### config.mk
export PLATFORM = sky130hd
export DESIGN_NAME = spi_cmd_frontend
export DESIGN_NICKNAME = d
export VERILOG_FILES = /design/src/rtl/spi_cmd_pkg.sv /design/src/rtl/record_assembler.sv /design/src/rtl/spi_cmd_frontend.sv
export SDC_FILE = /design/constraint.sdc
export NUM_CORES = 1
export LEC_CHECK = 0
export ABC_AREA = 1
export CELL_PAD_IN_SITES_DETAIL_PLACEMENT = 1
export CELL_PAD_IN_SITES_GLOBAL_PLACEMENT = 1
export CORE_MARGIN = 4
export CORE_UTILIZATION = 45
export DETAILED_ROUTE_END_ITERATION = 8
export DONT_BUFFER_PORTS = 1
export GPL_TIMING_DRIVEN = 1
export PLACE_DENSITY_LB_ADDON = 0.2
export SYNTH_ARGS = -nofsm -noshare
export SYNTH_HDL_FRONTEND = slang
export SYNTH_SLANG_ARGS = --single-unit
export TNS_END_PERCENT = 100
### constraint.sdc
create_clock -name clk -period 2.24 [get_ports clk]
set_clock_uncertainty 0.1 [all_clocks]
set_input_delay 0.448 -clock clk [delete_from_list [all_inputs] [get_ports clk]]
set_output_delay 0.448 -clock clk [all_outputs]
set_load 0.05 [all_outputs]
### src/rtl/spi_cmd_pkg.sv
// spi_cmd_pkg
//   Shared constants for the SPI command frontend: command opcodes, FSM state
//   encodings, status-byte bit positions and small saturation helpers.
//   Optional feature macro used by the including modules: SPI_CMD_CHECKSUM_EN.
package spi_cmd_pkg;

    // Command byte: [7:4] opcode, [3:0] channel
    localparam logic [3:0] OP_NOP    = 4'h0;
    localparam logic [3:0] OP_STATUS = 4'h1;
    localparam logic [3:0] OP_WRITE  = 4'h2;
    localparam logic [3:0] OP_CLEAR  = 4'h3;

    // FSM state encodings
    localparam logic [1:0] ST_IDLE  = 2'd0;
    localparam logic [1:0] ST_STAT  = 2'd1;
    localparam logic [1:0] ST_WRITE = 2'd2;
    localparam logic [1:0] ST_SKIP  = 2'd3;

    // Status byte layout: {overflow[sel], bad_cmd, chksum_err, free_slots[4:0]}
    localparam int STB_OVF     = 7;
    localparam int STB_BAD     = 6;
    localparam int STB_CHK     = 5;
    localparam int STB_SLOTS_W = 5;

    function automatic logic [7:0] sat_u8(input logic [31:0] v);
        return (v > 32'd255) ? 8'hFF : v[7:0];
    endfunction

    function automatic logic [STB_SLOTS_W-1:0] sat_slots(input logic [31:0] v);
        return (v > 32'd31) ? 5'h1F : v[STB_SLOTS_W-1:0];
    endfunction

endpackage

### src/rtl/record_assembler.sv
// record_assembler
//   Collects RECORD_WORDS SPI words into one record (first word ends up in the
//   MSBs). With SPI_CMD_CHECKSUM_EN defined, one more word follows each record
//   and must equal the XOR of the record words.
// Ports
//   clk, reset   clock, synchronous active-high reset
//   clear        discard the partial record (chip select deasserted)
//   en           word strobe, only asserted while the FSM is in WRITE
//   word         incoming SPI word
//   rec_done     combinational: this strobe completes the record (or checksum)
//   rec_ok       combinational: checksum matches (always 1 without checksum)
//   record       combinational: full record, valid while rec_done is high
// The assembler clears itself on rec_done, so the caller must capture record
// in that same cycle.
module record_assembler import spi_cmd_pkg::*; #(
    parameter int WORD_SIZE    = 8,
    parameter int RECORD_WORDS = 4
) (
    input  logic                              clk,
    input  logic                              reset,
    input  logic                              clear,
    input  logic                              en,
    input  logic [WORD_SIZE-1:0]              word,
    output logic                              rec_done,
    output logic                              rec_ok,
    output logic [WORD_SIZE*RECORD_WORDS-1:0] record
);

    localparam int CNT_W = $clog2(RECORD_WORDS + 2);

`ifdef SPI_CMD_CHECKSUM_EN
    // All record words are held; the final strobe carries the checksum.
    localparam int             SH_W     = WORD_SIZE * RECORD_WORDS;
    localparam logic [CNT_W-1:0] LAST_CNT = CNT_W'(RECORD_WORDS);
`else
    // The final record word is taken straight from the input, so one word less is stored.
    localparam int             SH_W     = WORD_SIZE * (RECORD_WORDS - 1);
    localparam logic [CNT_W-1:0] LAST_CNT = CNT_W'(RECORD_WORDS - 1);
`endif

    logic [CNT_W-1:0] cnt;
    logic [SH_W-1:0]  shreg;

    assign rec_done = en && (cnt == LAST_CNT);

`ifdef SPI_CMD_CHECKSUM_EN
    logic [WORD_SIZE-1:0] acc;

    assign record = shreg;
    assign rec_ok = (acc == word);

    always_ff @(posedge clk) begin
        if (reset || clear || rec_done) begin
            acc <= '0;
        end else if (en) begin
            acc <= acc ^ word;
        end
    end
`else
    assign record = {shreg, word};
    assign rec_ok = 1'b1;
`endif

    always_ff @(posedge clk) begin
        if (reset || clear || rec_done) begin
            cnt   <= '0;
            shreg <= '0;
        end else if (en) begin
            cnt   <= cnt + 1'b1;
            // Truncating cast drops the oldest word off the top.
            shreg <= SH_W'({shreg, word});
        end
    end

endmodule

### src/rtl/spi_cmd_frontend.sv
// spi_cmd_frontend
//   Decodes SPI command bytes and streams fixed-size records into one of
//   NUM_CHANNELS record FIFOs, with sticky error flags and a status byte
//   returned over MISO.
//   Optional feature: SPI_CMD_CHECKSUM_EN adds a per-record XOR checksum word.
// Ports
//   clk, reset        clock, synchronous active-high reset
//   spi_cs            chip select, active low (already synchronised)
//   rx_word/rx_valid  received SPI word and its one-cycle strobe
//   tx_word           word returned on the next SPI transfer (registered)
//   fifo_free_slots   NUM_CHANNELS lanes of SLOTS_W free-slot counts
//   fifo_full         per-channel full
//   fifo_wr_en        one-hot, one-cycle record push
//   fifo_wr_data      pushed record, first received word in the MSBs
//   overflow          sticky per channel: record dropped on a full FIFO
//   bad_cmd           sticky: illegal opcode or channel
//   chksum_err        sticky: checksum mismatch (0 without the checksum feature)
//   drop_count        saturating count of dropped records
//   busy              FSM not idle
module spi_cmd_frontend import spi_cmd_pkg::*; #(
    parameter int WORD_SIZE    = 8,
    parameter int RECORD_WORDS = 4,
    parameter int NUM_CHANNELS = 2,
    parameter int SLOTS_W      = 5
) (
    input  logic                              clk,
    input  logic                              reset,
    input  logic                              spi_cs,
    input  logic [WORD_SIZE-1:0]              rx_word,
    input  logic                              rx_valid,
    output logic [WORD_SIZE-1:0]              tx_word,
    input  logic [NUM_CHANNELS*SLOTS_W-1:0]   fifo_free_slots,
    input  logic [NUM_CHANNELS-1:0]           fifo_full,
    output logic [NUM_CHANNELS-1:0]           fifo_wr_en,
    output logic [WORD_SIZE*RECORD_WORDS-1:0] fifo_wr_data,
    output logic [NUM_CHANNELS-1:0]           overflow,
    output logic                              bad_cmd,
    output logic                              chksum_err,
    output logic [7:0]                        drop_count,
    output logic                              busy
);

    localparam int REC_W = WORD_SIZE * RECORD_WORDS;

    logic                    rx;
    logic [1:0]              state_q, state_d;
    logic [3:0]              sel_q, sel_d;
    logic [NUM_CHANNELS-1:0] ovf_q, sel_oh;
    logic                    bad_q, chk_bit;
    logic [7:0]              drop_q;
    logic [NUM_CHANNELS-1:0] wr_en_q;
    logic [REC_W-1:0]        wr_data_q;
    logic [WORD_SIZE-1:0]    tx_q, tx_d;

    logic                    rec_done, rec_ok;
    logic [REC_W-1:0]        rec;
    logic                    set_bad, do_clear, push, drop_ovf, drop_chk;

    // Channel-indexed views padded to the full 4-bit channel space so sel can
    // index them directly; entries beyond NUM_CHANNELS read as zero.
    logic [15:0][SLOTS_W-1:0] slots_arr;
    logic [15:0]              full_ext, ovf_ext;

    assign full_ext = 16'(fifo_full);
    assign ovf_ext  = 16'(ovf_q);

    for (genvar g = 0; g < 16; g++) begin : g_slots
        if (g < NUM_CHANNELS) begin : g_used
            assign slots_arr[g] = fifo_free_slots[g*SLOTS_W +: SLOTS_W];
        end else begin : g_pad
            assign slots_arr[g] = '0;
        end
    end

    for (genvar g = 0; g < NUM_CHANNELS; g++) begin : g_oh
        assign sel_oh[g] = (sel_q == 4'(g));
    end

    // A strobe is only meaningful while the part is selected.
    assign rx = rx_valid & ~spi_cs;

    record_assembler #(
        .WORD_SIZE    (WORD_SIZE),
        .RECORD_WORDS (RECORD_WORDS)
    ) u_asm (
        .clk      (clk),
        .reset    (reset),
        .clear    (spi_cs),
        .en       (rx && (state_q == ST_WRITE)),
        .word     (rx_word),
        .rec_done (rec_done),
        .rec_ok   (rec_ok),
        .record   (rec)
    );

    // Next-state / action decode
    always_comb begin
        logic [3:0] op, ch;
        op       = rx_word[7:4];
        ch       = rx_word[3:0];
        state_d  = state_q;
        sel_d    = sel_q;
        set_bad  = 1'b0;
        do_clear = 1'b0;
        push     = 1'b0;
        drop_ovf = 1'b0;
        drop_chk = 1'b0;
        if (rx) begin
            case (state_q)
                ST_IDLE: begin
                    if ((32'(ch) >= NUM_CHANNELS) || (op > OP_CLEAR)) begin
                        set_bad = 1'b1;
                        state_d = ST_SKIP;
                    end else begin
                        case (op)
                            OP_STATUS: begin sel_d = ch; state_d = ST_STAT;  end
                            OP_WRITE:  begin sel_d = ch; state_d = ST_WRITE; end
                            OP_CLEAR:  begin sel_d = ch; do_clear = 1'b1;    end
                            default:   ;
                        endcase
                    end
                end
                ST_STAT:  state_d = ST_IDLE;
                ST_WRITE: begin
                    // A bad checksum takes precedence over a full FIFO.
                    if (rec_done) begin
                        if (!rec_ok)                drop_chk = 1'b1;
                        else if (full_ext[sel_q])   drop_ovf = 1'b1;
                        else                        push     = 1'b1;
                    end
                end
                default: ;
            endcase
        end
        if (spi_cs) state_d = ST_IDLE;
    end

    // tx_word reflects where this word leaves the FSM, so the STATUS command
    // itself loads the status byte for the following transfer.
    always_comb begin
        logic [7:0] stat;
        stat = 8'h00;
        stat[STB_OVF] = ovf_ext[sel_d];
        stat[STB_BAD] = bad_q;
        stat[STB_CHK] = chk_bit;
        stat[STB_SLOTS_W-1:0] = sat_slots(32'(slots_arr[sel_d]));
        tx_d = (state_d == ST_STAT) ? stat : sat_u8(32'(slots_arr[sel_d]));
    end

    always_ff @(posedge clk) begin
        if (reset) begin
            state_q   <= ST_IDLE;
            sel_q     <= '0;
            ovf_q     <= '0;
            bad_q     <= 1'b0;
            drop_q    <= '0;
            wr_en_q   <= '0;
            wr_data_q <= '0;
            tx_q      <= '0;
        end else begin
            state_q <= state_d;
            sel_q   <= sel_d;
            wr_en_q <= '0;
            if (push) begin
                wr_en_q   <= sel_oh;
                wr_data_q <= rec;
            end
            if (set_bad) bad_q <= 1'b1;
            if (do_clear) begin
                ovf_q  <= '0;
                bad_q  <= 1'b0;
                drop_q <= '0;
            end
            if (drop_ovf) ovf_q <= ovf_q | sel_oh;
            if ((drop_ovf || drop_chk) && (drop_q != 8'hFF)) drop_q <= drop_q + 8'd1;
            if (rx) tx_q <= tx_d;
        end
    end

`ifdef SPI_CMD_CHECKSUM_EN
    logic chk_q;

    always_ff @(posedge clk) begin
        if (reset)         chk_q <= 1'b0;
        else if (do_clear) chk_q <= 1'b0;
        else if (drop_chk) chk_q <= 1'b1;
    end

    assign chk_bit = chk_q;
`else
    assign chk_bit = 1'b0;
`endif

    assign tx_word      = tx_q;
    assign fifo_wr_en   = wr_en_q;
    assign fifo_wr_data = wr_data_q;
    assign overflow     = ovf_q;
    assign bad_cmd      = bad_q;
    assign chksum_err   = chk_bit;
    assign drop_count   = drop_q;
    assign busy         = (state_q != ST_IDLE);

endmodule
==> flow_metrics.py <==
metrics = {
    "layout": {
        "synthToLayoutAreaGrowth_pct": 8.20,
        "stdcell_area_sq_um": 3750,
        "regArea_sq_um": 1700,
        "layoutNonFillerInstCount": 564,
        "n_antenna_cell": 0,
        "nFillCells": 941,
        "num-nets-final": 487,
        "multi_input_area_sq_um": 1490,
        "layout-drive-gt1-share_pct": 10.8,
        "fin_util_pct": 50.9,
    },
    "cts": {
        "cts_resized": 0,
        "worst_setup_hold_path_clk_slew_ns": 0.08,
        "cts-root-buf": "clkbuf_8",
        "post-cts-setup-buffers": 0,
        "cts_num_sinks": 85,
        "cts.htree.levels": 3,
        "cts_made_buffers": 9,
        "cts_tree": "built",
        "clk-insertion-delay-late_ns": 0.35,
        "cts.path.max_buffers": 2,
        "hold_buffers": 0,
    },
    "floorplan": {
        "io_pins": 79,
        "initial_utilization_pct": 47.0,
        "rows": 31,
        "coreArea_sq_um": 7370,
        "die_h_um": 95.7,
        "dieArea_sq_um": 9170,
        "die_width_um": 95.7,
    },
    "yosys": {
        "synthesis.area_sq_um": 3460,
        "yosys-top-cells-area": "dfxtp_1 (49%), nand2_1 (10%), nor2_1 (7.9%)",
        "synth_top_area_cell": "dfxtp_1",
        "synth_top_area_share_pct": 49.1,
        "netlist_instances": 456,
        "syn_area_per_cell_sq_um": 7.60,
        "seq_area_frac_synth_pct": 49.1,
        "synth_cell_type_count": 35,
        "ys_warn_count": 0,
        "ys_ff_latch": 85,
    },
    "grt": {
        "grt_max_degree": 30,
        "grt_pass1_vias": 3193,
        "grt_usage_pct": 20.9,
        "antenna_found_initial": 0,
        "grt_pass1_wl_um": 15100,
        "grt.overflow.total": 0,
    },
    "job": {
        "drv_cap": 0,
    },
    "route": {
        "firstDrtPassIters": 6,
        "viasPerCell": 5.30,
        "drt-total-wl_um": 8980,
        "wl_per_cell_um": 15.9,
        "drt_iter0_markers": 114,
        "vias": 2992,
        "drc": 0,
        "final_antenna_net_count": 0,
    },
    "sta": {
        "post-route-worst-setup-slack_ns": 0.365,
        "worst-slew-pin-transition_ns": 0.602,
        "max_clock_freq_mhz": 533,
        "min_period_ns": 1.88,
        "final-hold-violation-count": 0,
        "fin_setup_tns_ns": 0,
        "maxSlewHeadroom_pct": 59.8,
        "setup_viol": 0,
        "drv_slew": 0,
        "rsz0062_at_grt": "false",
        "post-route-period-util_pct": 83.7,
    },
    "setup_path": {
        "required_ns": 2.40,
        "crit_type": "register to register",
        "startpoint_type": "register",
        "reg2reg_depth": 7,
        "crit_fanout": 27,
        "cp.arrival_ns": 2.04,
        "cp-end-kind": "register",
    },
    "placement": {
        "globalplace.congestion": 0.745,
        "io_buffers": 0,
        "place_area_sq_um": 3560,
        "pre_cts_slack_ns": 0.351,
        "hpwl_um": 6460,
        "dp_cells": 548,
    },
    "pwr": {
        "pwr-share-seq_pct": 57.9,
        "ir_worst_vdd_uv": 308,
        "p_leak_nw": 1.54,
        "p_int_mw": 2.06,
        "swShare_pct": 23.0,
        "p_per_area_nw_per_um2": 713,
        "combPwrFrac_pct": 3.4,
        "clkPwrFrac_pct": 38.7,
        "net-switching-power_mw": 0.616,
    },
    "outcome": {
        "status": "finished, final reports clean",
    },
    "worst_hold_path": {
        "hold_class": "input pin to register",
        "min_path_cells": 1,
    },
}
==> metal layers <==
metal  share of wire (%)  track usage (%)
met1                  44             25.8
met2                  48             35.0
met3                 6.4             7.27
met4                 1.5             5.21
met5                   0                0
==> cells in the mapped netlist (all sizes together) <==
library cell	n
o211a	1
o21bai	1
ha	3
conb	1
a21oi	49
nand3	34
or2	3
xor2	1
nand2	98
nand4	1
o21ai	42
dfxtp	85
nand3b	1
and3	2
o211ai	1
buf	17
clkinv	2
clkbuf	7
inv	26
nor2	77
nor3	4
==> worst max-delay path, cell delays in order, from the launching register on <==
cell     delay (ns)
dfxtp_1        0.33
ha_1           0.20
ha_1           0.19
inv_1          0.09
nor2_4         0.05
inv_2          0.08
nand3_2        0.43
a21oi_1        0.30
==> stage by stage <==
step | hold WS (ns) | power [mW]
after global placement | 0.343 | 1.67
after floorplan | 0.329 | 1.66
final | 0.0613 | 2.67
after CTS | 0.0434 | 2.71
after global routing | 0.0362 | 2.79
after detailed placement | 0.356 | 1.68
==> logic make-up (layout without fill, tap and decap cells) <==
family,count (synthesis),after routing,share of synthesized area (%)
AND/OR/NAND/NOR,220,220,27.7
AO/OA/AOI/OAI,94,94,13.9
flip-flops,85,85,49.1
buffers and inverters,52,60,7.87
adder cells (fa/ha/maj),3,3,1.08
other,1,2,0.108
XOR/XNOR,1,1,0.253
==> area by class of cell <==
class,instances,share of cell area [%]
Tap cell,99,3.30
Inverter,28,3.00
Multi-Input combinational cell,320,39.9
Clock inverter,4,1.30
Sequential cell,85,45.4
Timing Repair Buffer,16,3.54
Clock buffer,12,3.60
==> cell usage in the layout (no fill, tap or decap), drive strengths merged <==
master	count
a21oi	49
and3	2
buf	16
bufinv	1
clkbuf	12
clkinv	5
conb	2
dfxtp	85
ha	3
inv	26
nand2	98
nand3	34
nand3b	1
nand4	1
nor2	77
nor3	4
o211a	1
o211ai	1
o21ai	42
o21bai	1
or2	3
xor2	1
==> worst paths after layout <==
check,startpoint,to,slack (ns)
worst max-delay path,u_asm.cnt[0],u_asm.shreg[20],0.36
worst max register to register,u_asm.cnt[0],u_asm.shreg[20],0.36
worst min-delay path,reset,drop_count[0],0.06
worst min register to register,sel_q[3],sel_q[3],0.37
==> power groups by stage <==
stage / logic, mW / clock network [mW] / registers [mW]
2_1_floorplan: 0.0811 / 0 / 1.58
3_3_place_gp: 0.0895 / 0 / 1.58
3_5_place_dp: 0.0928 / 0 / 1.58
4_1_cts: 0.0930 / 1.07 / 1.55
5_1_grt: 0.105 / 1.14 / 1.55
6_report: 0.0921 / 1.03 / 1.55
==> state kept, by name, summed over array words and instances (netlist names) <==
signal and count:
fifo_wr_data 32, u_asm.shreg 24, drop_count 8, tx_word 7, sel_q 4, u_asm.cnt 3
fifo_wr_en 2, overflow 2, state_q 2, bad_cmd 1
(Power assumes the default switching activity.)
